### config.mk
export PLATFORM = sky130hd
export DESIGN_NAME = abs_window_acc16
export DESIGN_NICKNAME = d
export VERILOG_FILES = /design/src/rtl/abs_window_acc16.sv
export SDC_FILE = /design/constraint.sdc
export NUM_CORES = 1
export LEC_CHECK = 0
export ABC_AREA = 0
export BUFFER_PORTS_ARGS = -buffer_cell sky130_fd_sc_hd__buf_2
export CORE_MARGIN = 4
export CORE_UTILIZATION = 51
export DETAILED_ROUTE_END_ITERATION = 16
export HOLD_SLACK_MARGIN = 0.02
export PLACE_DENSITY = 0.74
export SETUP_SLACK_MARGIN = 0.02
export SYNTH_ARGS = -nofsm -noshare
export SYNTH_HDL_FRONTEND = slang
export SYNTH_SLANG_ARGS = --single-unit
### constraint.sdc
create_clock -name clk -period 3 [get_ports clk]
set_input_delay 0.6 -clock clk [delete_from_list [all_inputs] [get_ports clk]]
set_output_delay 0.6 -clock clk [all_outputs]
set_load 0.02 [all_outputs]
### src/rtl/abs_window_acc16.sv
// abs_window_acc16: windowed sum and peak of sample magnitudes, one record per window
// Ports: clk; rst (asynchronous, active-high);
//        in_valid/in_ready/in_data: signed 16-bit sample stream;
//        flush: close a non-empty window early;
//        out_valid/out_ready: result record handshake;
//        out_sum/out_peak/out_count: magnitude sum, peak magnitude and sample count of the window.
module abs_window_acc16 #(
    parameter int WIN   = 8,
    parameter int SUM_W = 24
) (
    input  logic             clk,
    input  logic             rst,
    input  logic             in_valid,
    output logic             in_ready,
    input  logic [15:0]      in_data,
    input  logic             flush,
    output logic             out_valid,
    input  logic             out_ready,
    output logic [SUM_W-1:0] out_sum,
    output logic [15:0]      out_peak,
    output logic [8:0]       out_count
);
    typedef enum logic {ACCUM, HOLD} state_t;
    state_t           state;
    logic [SUM_W-1:0] acc_sum;
    logic [SUM_W-1:0] nxt_sum;
    logic [15:0]      acc_peak;
    logic [15:0]      nxt_peak;
    logic [15:0]      mag;
    logic [8:0]       cnt;
    logic [8:0]       nxt_cnt;
    logic             accept;
    logic             close;

    // SUM_W wide enough for WIN full-scale magnitudes means the sum can never wrap
    if (WIN < 2 || WIN > 256 || SUM_W < 16 + $clog2(WIN)) begin : g_param_check
        $error("abs_window_acc16: WIN must be 2..256 and SUM_W >= 16+clog2(WIN)");
    end

    assign in_ready = (state == ACCUM);
    assign accept   = in_valid & in_ready;
    // 0x8000 wraps back to 0x8000, which is the correct magnitude read as unsigned
    assign mag      = in_data[15] ? ~in_data + 16'd1 : in_data;
    assign nxt_sum  = accept ? acc_sum + SUM_W'(mag) : acc_sum;
    assign nxt_peak = (accept && mag > acc_peak) ? mag : acc_peak;
    assign nxt_cnt  = cnt + 9'(accept);
    // nxt_cnt != 0 covers "window already non-empty or a sample arrives now"
    assign close    = in_ready & ((accept & (cnt == 9'(WIN - 1))) | (flush & (nxt_cnt != 9'd0)));

    always_ff @(posedge clk or posedge rst) begin
        if (rst) begin
            state     <= ACCUM;
            out_valid <= 1'b0;
            out_sum   <= '0;
            out_peak  <= '0;
            out_count <= '0;
            acc_sum   <= '0;
            acc_peak  <= '0;
            cnt       <= '0;
        end else if (state == HOLD) begin
            if (out_ready) begin
                out_valid <= 1'b0;
                state     <= ACCUM;
            end
        end else if (close) begin
            out_sum   <= nxt_sum;
            out_peak  <= nxt_peak;
            out_count <= nxt_cnt;
            out_valid <= 1'b1;
            state     <= HOLD;
            acc_sum   <= '0;
            acc_peak  <= '0;
            cnt       <= '0;
        end else begin
            acc_sum   <= nxt_sum;
            acc_peak  <= nxt_peak;
            cnt       <= nxt_cnt;
        end
    end
endmodule
==> summary.txt <==
largest net degree at the start of global routing -> 54
# IOs -> 72
Peak VDD IR -> 0.6869 mV
Worst path max stage delay -> 0.53 ns
min cycle time layout -> 3.848 ns
Clock Skews -> 0.01325 ns
FF-to-FF Start -> state$_DFF_PP0_
Cells after Synth -> 685
number of CTS-inserted buffers -> 9
Slew HR -> 37.35%
critical path's slowest cell -> or4_4
PD cells -> 990.8 mW/mm2
CP dominant cell by count -> buf_4
Initial Util -> 53.02%
Post-synth top cells -> 100 x dfrtp_1, 93 x nand2_1, 72 x o21ai_0, 46 x a21oi_1, 36 x ha_1
critical path arrival -> 4.09 ns
clock buffer depth -> 2
Total Neg Setup Slack -> -37.24 ns
Final period util -> 128.3%
wire per inst -> 25.45 um
predominant post-synthesis flop cell -> dfrtp_1
register area share after synthesis -> 40.64%
crit path max fanout -> 5
H-tree levels -> 3
setup repair after global routing missed its margin -> true
fin worst setup slack -> -0.8476 ns
Max Fclk -> 259.9 MHz
Synth-to-Final Area Change -> 56.29%
Final #Nets -> 984
Antenna Cells -> 0
Worst Setup SP -> in_data[10]
DRC -> 0
WHS -> 0.4209 ns
Worst Tran Pin Value -> 0.9378 ns
reg2reg path depth -> 14
GRT Total Usage -> 30.82%
final wirelength -> 27.31 mm
number of DRC markers in iteration 0 -> 1005
gpl congestion -> 0.8961
asr flop ratio synth -> 100.0%
core area -> 0.01161 mm2
Leak Pwr -> 4.402 nW
Yosys warnings -> 0
Hold Crit Class -> primary input to async pin
crit path launch type -> primary input
EDFF count, synth -> 0
pre-CTS WS -> -1.161 ns
max-slew violation count -> 0
clk_lat worst skew -> 0.37 ns
Mapped Area -> 0.006157 mm2
TritonCTS clock tree -> yes
DR pass1 iterations -> 6
final setup vio count -> 64
clk root buf -> clkbuf_16
register-to-register setup slack -> -0.18 ns
HPWL Detailed -> 13.37 mm
vias per cell -> 6.702
initial antenna violation count -> 0
area leader, netlist -> dfrtp_1
Final Total Pwr -> 9.534 mW
CP required -> 3.25 ns
first-pass GRT wire length -> 34.51 mm
Crit. End Element -> flip-flop
GRT overflow -> 0
Hold Fails Final Rpt -> 0
share of layout cells above drive strength 1 -> 48.49%
Layout Utilization -> 82.86%
number of buffers added on ports -> 71
failing checks -> negative setup slack
status -> complete, but fails checks
post-synthesis register bit count -> 100
Avg Inst Size Synth -> 8.989 um2
clk sinks -> 100
Syn Nets -> 743
crit path kind -> primary input to flip-flop
die width -> 117.9 um
Die H -> 117.9 um
number of unique standard cell types used by synthesis -> 62
crit-path cells -> buf_2, or4_4, or3_4, o21ai_4, xor2_2, inv_2, ha_4, nand4_1, buf_6, a2111oi_4, buf_4, o31ai_4, buf_4, nor2_4, buf_4, o2bb2ai_2
row count -> 39
Max Cap Viol -> 0
Yosys top cell area share -> 40.64%
cell with the most instances after synthesis -> dfrtp_1
antenna viol nets, final -> 0
die area -> 0.01389 mm2
CTS clk-pin slew, worst paths -> 0.07 ns
number of global-route vias before repair -> 6886
Vias -> 7191
Area contributors post-synth -> dfrtp_1 41%, ha_1 7.3%, o21ai_0 5.9%
RR Endpoint -> acc_peak[15]$_DFFE_PP0N_
==> layout by cell type, fill, tap and decap left out, drive strengths merged, types with 3 or more instances in the layout <==
cell type and n:
nand4 14, a31oi 11, and2 5, o2bb2ai 9, dfrtp 100, clkinv 4
nor2 28, buf 270, a22o 7, a32o 5, mux2 11, or4 4
clkinvlp 3, and3 4, o31ai 10, inv 33, o22ai 7, and4 4
nor4 3, or3 8, mux2i 7, ha 36, clkbuf 11, a21oi 46
nand3 11, xnor2 25, o21ai 75, a2bb2oi 5, o21a 3, xor2 15
a21o 12, nand2b 12, nand2 93, nor3 5, a211oi 4, o211ai 6
==> logic make-up after synthesis <==
family | Yosys count | synth area share, %
flops | 100 | 40.64
buf+inv | 78 | 5.283
mux | 18 | 3.150
simple gates | 197 | 15.53
compound gates | 215 | 22.07
xor+xnor | 40 | 5.690
fa+ha+maj | 37 | 7.641
==> flip-flops by register name, summed over array words and instances, names as in the netlist <==
register and count:
cnt 9, acc_sum 24, out_count 9, out_sum 24, acc_peak 16, out_valid 1
state 1, out_peak 16
==> where the power goes <==
group          internal [mW]  leakage [nW]  total [mW]  switching [mW]
registers               1.77          1.33        2.13           0.362
logic                   2.72          2.94        6.29            3.57
clock network          0.555         0.124        1.11           0.552
==> layer usage <==
layer | wire (um) | track usage (%) | share of wire [%]
met4 | 2018 | 17.58 | 7.4
met2 | 12410 | 52.25 | 45
met3 | 3217 | 5.959 | 12
met5 | 0 | 0 | 0
met1 | 9663 | 36.57 | 35
==> through the flow <==
| stage | area, um2 | std cells |
|---|---|---|
| floorplan | 6405 | 685 |
| global placement | 7826 | 995 |
| detailed placement | 7826 | 995 |
| CTS | 8921 | 1057 |
| global route | 9623 | 1073 |
| finish | 9623 | 1073 |
==> cell type report <==
cell class                      instances  area [um2]
Inverter                               35       137.6
Timing Repair Buffer                  271        2115
Fill cell                             579        1991
Clock inverter                          5       30.03
Multi-Input combinational cell        509        4431
Clock buffer                           10       229.0
Sequential cell                       100        2502
Tap cell                              143       178.9
==> worst max-delay path, delay by kind of cell <==
kind,cells,cell delay (ns)
and+or+nand+nor,4,1.21
buffers and inverters,6,0.94
AOI/OAI and AO/OA,4,0.84
adders and majority gates,1,0.29
xor gates and xnor gates,1,0.20
==> repair_timing <==
item / in CTS / in global routing
pin swaps: 43 / 70
resized for setup: 111 / 132
hold buffers: 0 / 0
setup endpoints to repair: 63 / 66
gates cloned: 2 / 1
buffers inserted: 47 / 20
endpoints found under the hold margin: 0 / 0
==> worst max-delay path by stage <==
stage / end / cells after the start / slack [ns]
2_1_floorplan: out_peak[12]$_DFFE_PP0P_ / 13 / -0.59
3_3_place_gp: acc_peak[10]$_DFFE_PP0N_ / 12 / -1.05
3_5_place_dp: out_peak[13]$_DFFE_PP0P_ / 13 / -1.16
4_1_cts: acc_peak[8]$_DFFE_PP0N_ / 15 / -0.48
5_1_grt: out_sum[14]$_DFFE_PP0P_ / 18 / -0.96
6_report: acc_peak[15]$_DFFE_PP0N_ / 16 / -0.85
Power figures use the tool's default switching activity.
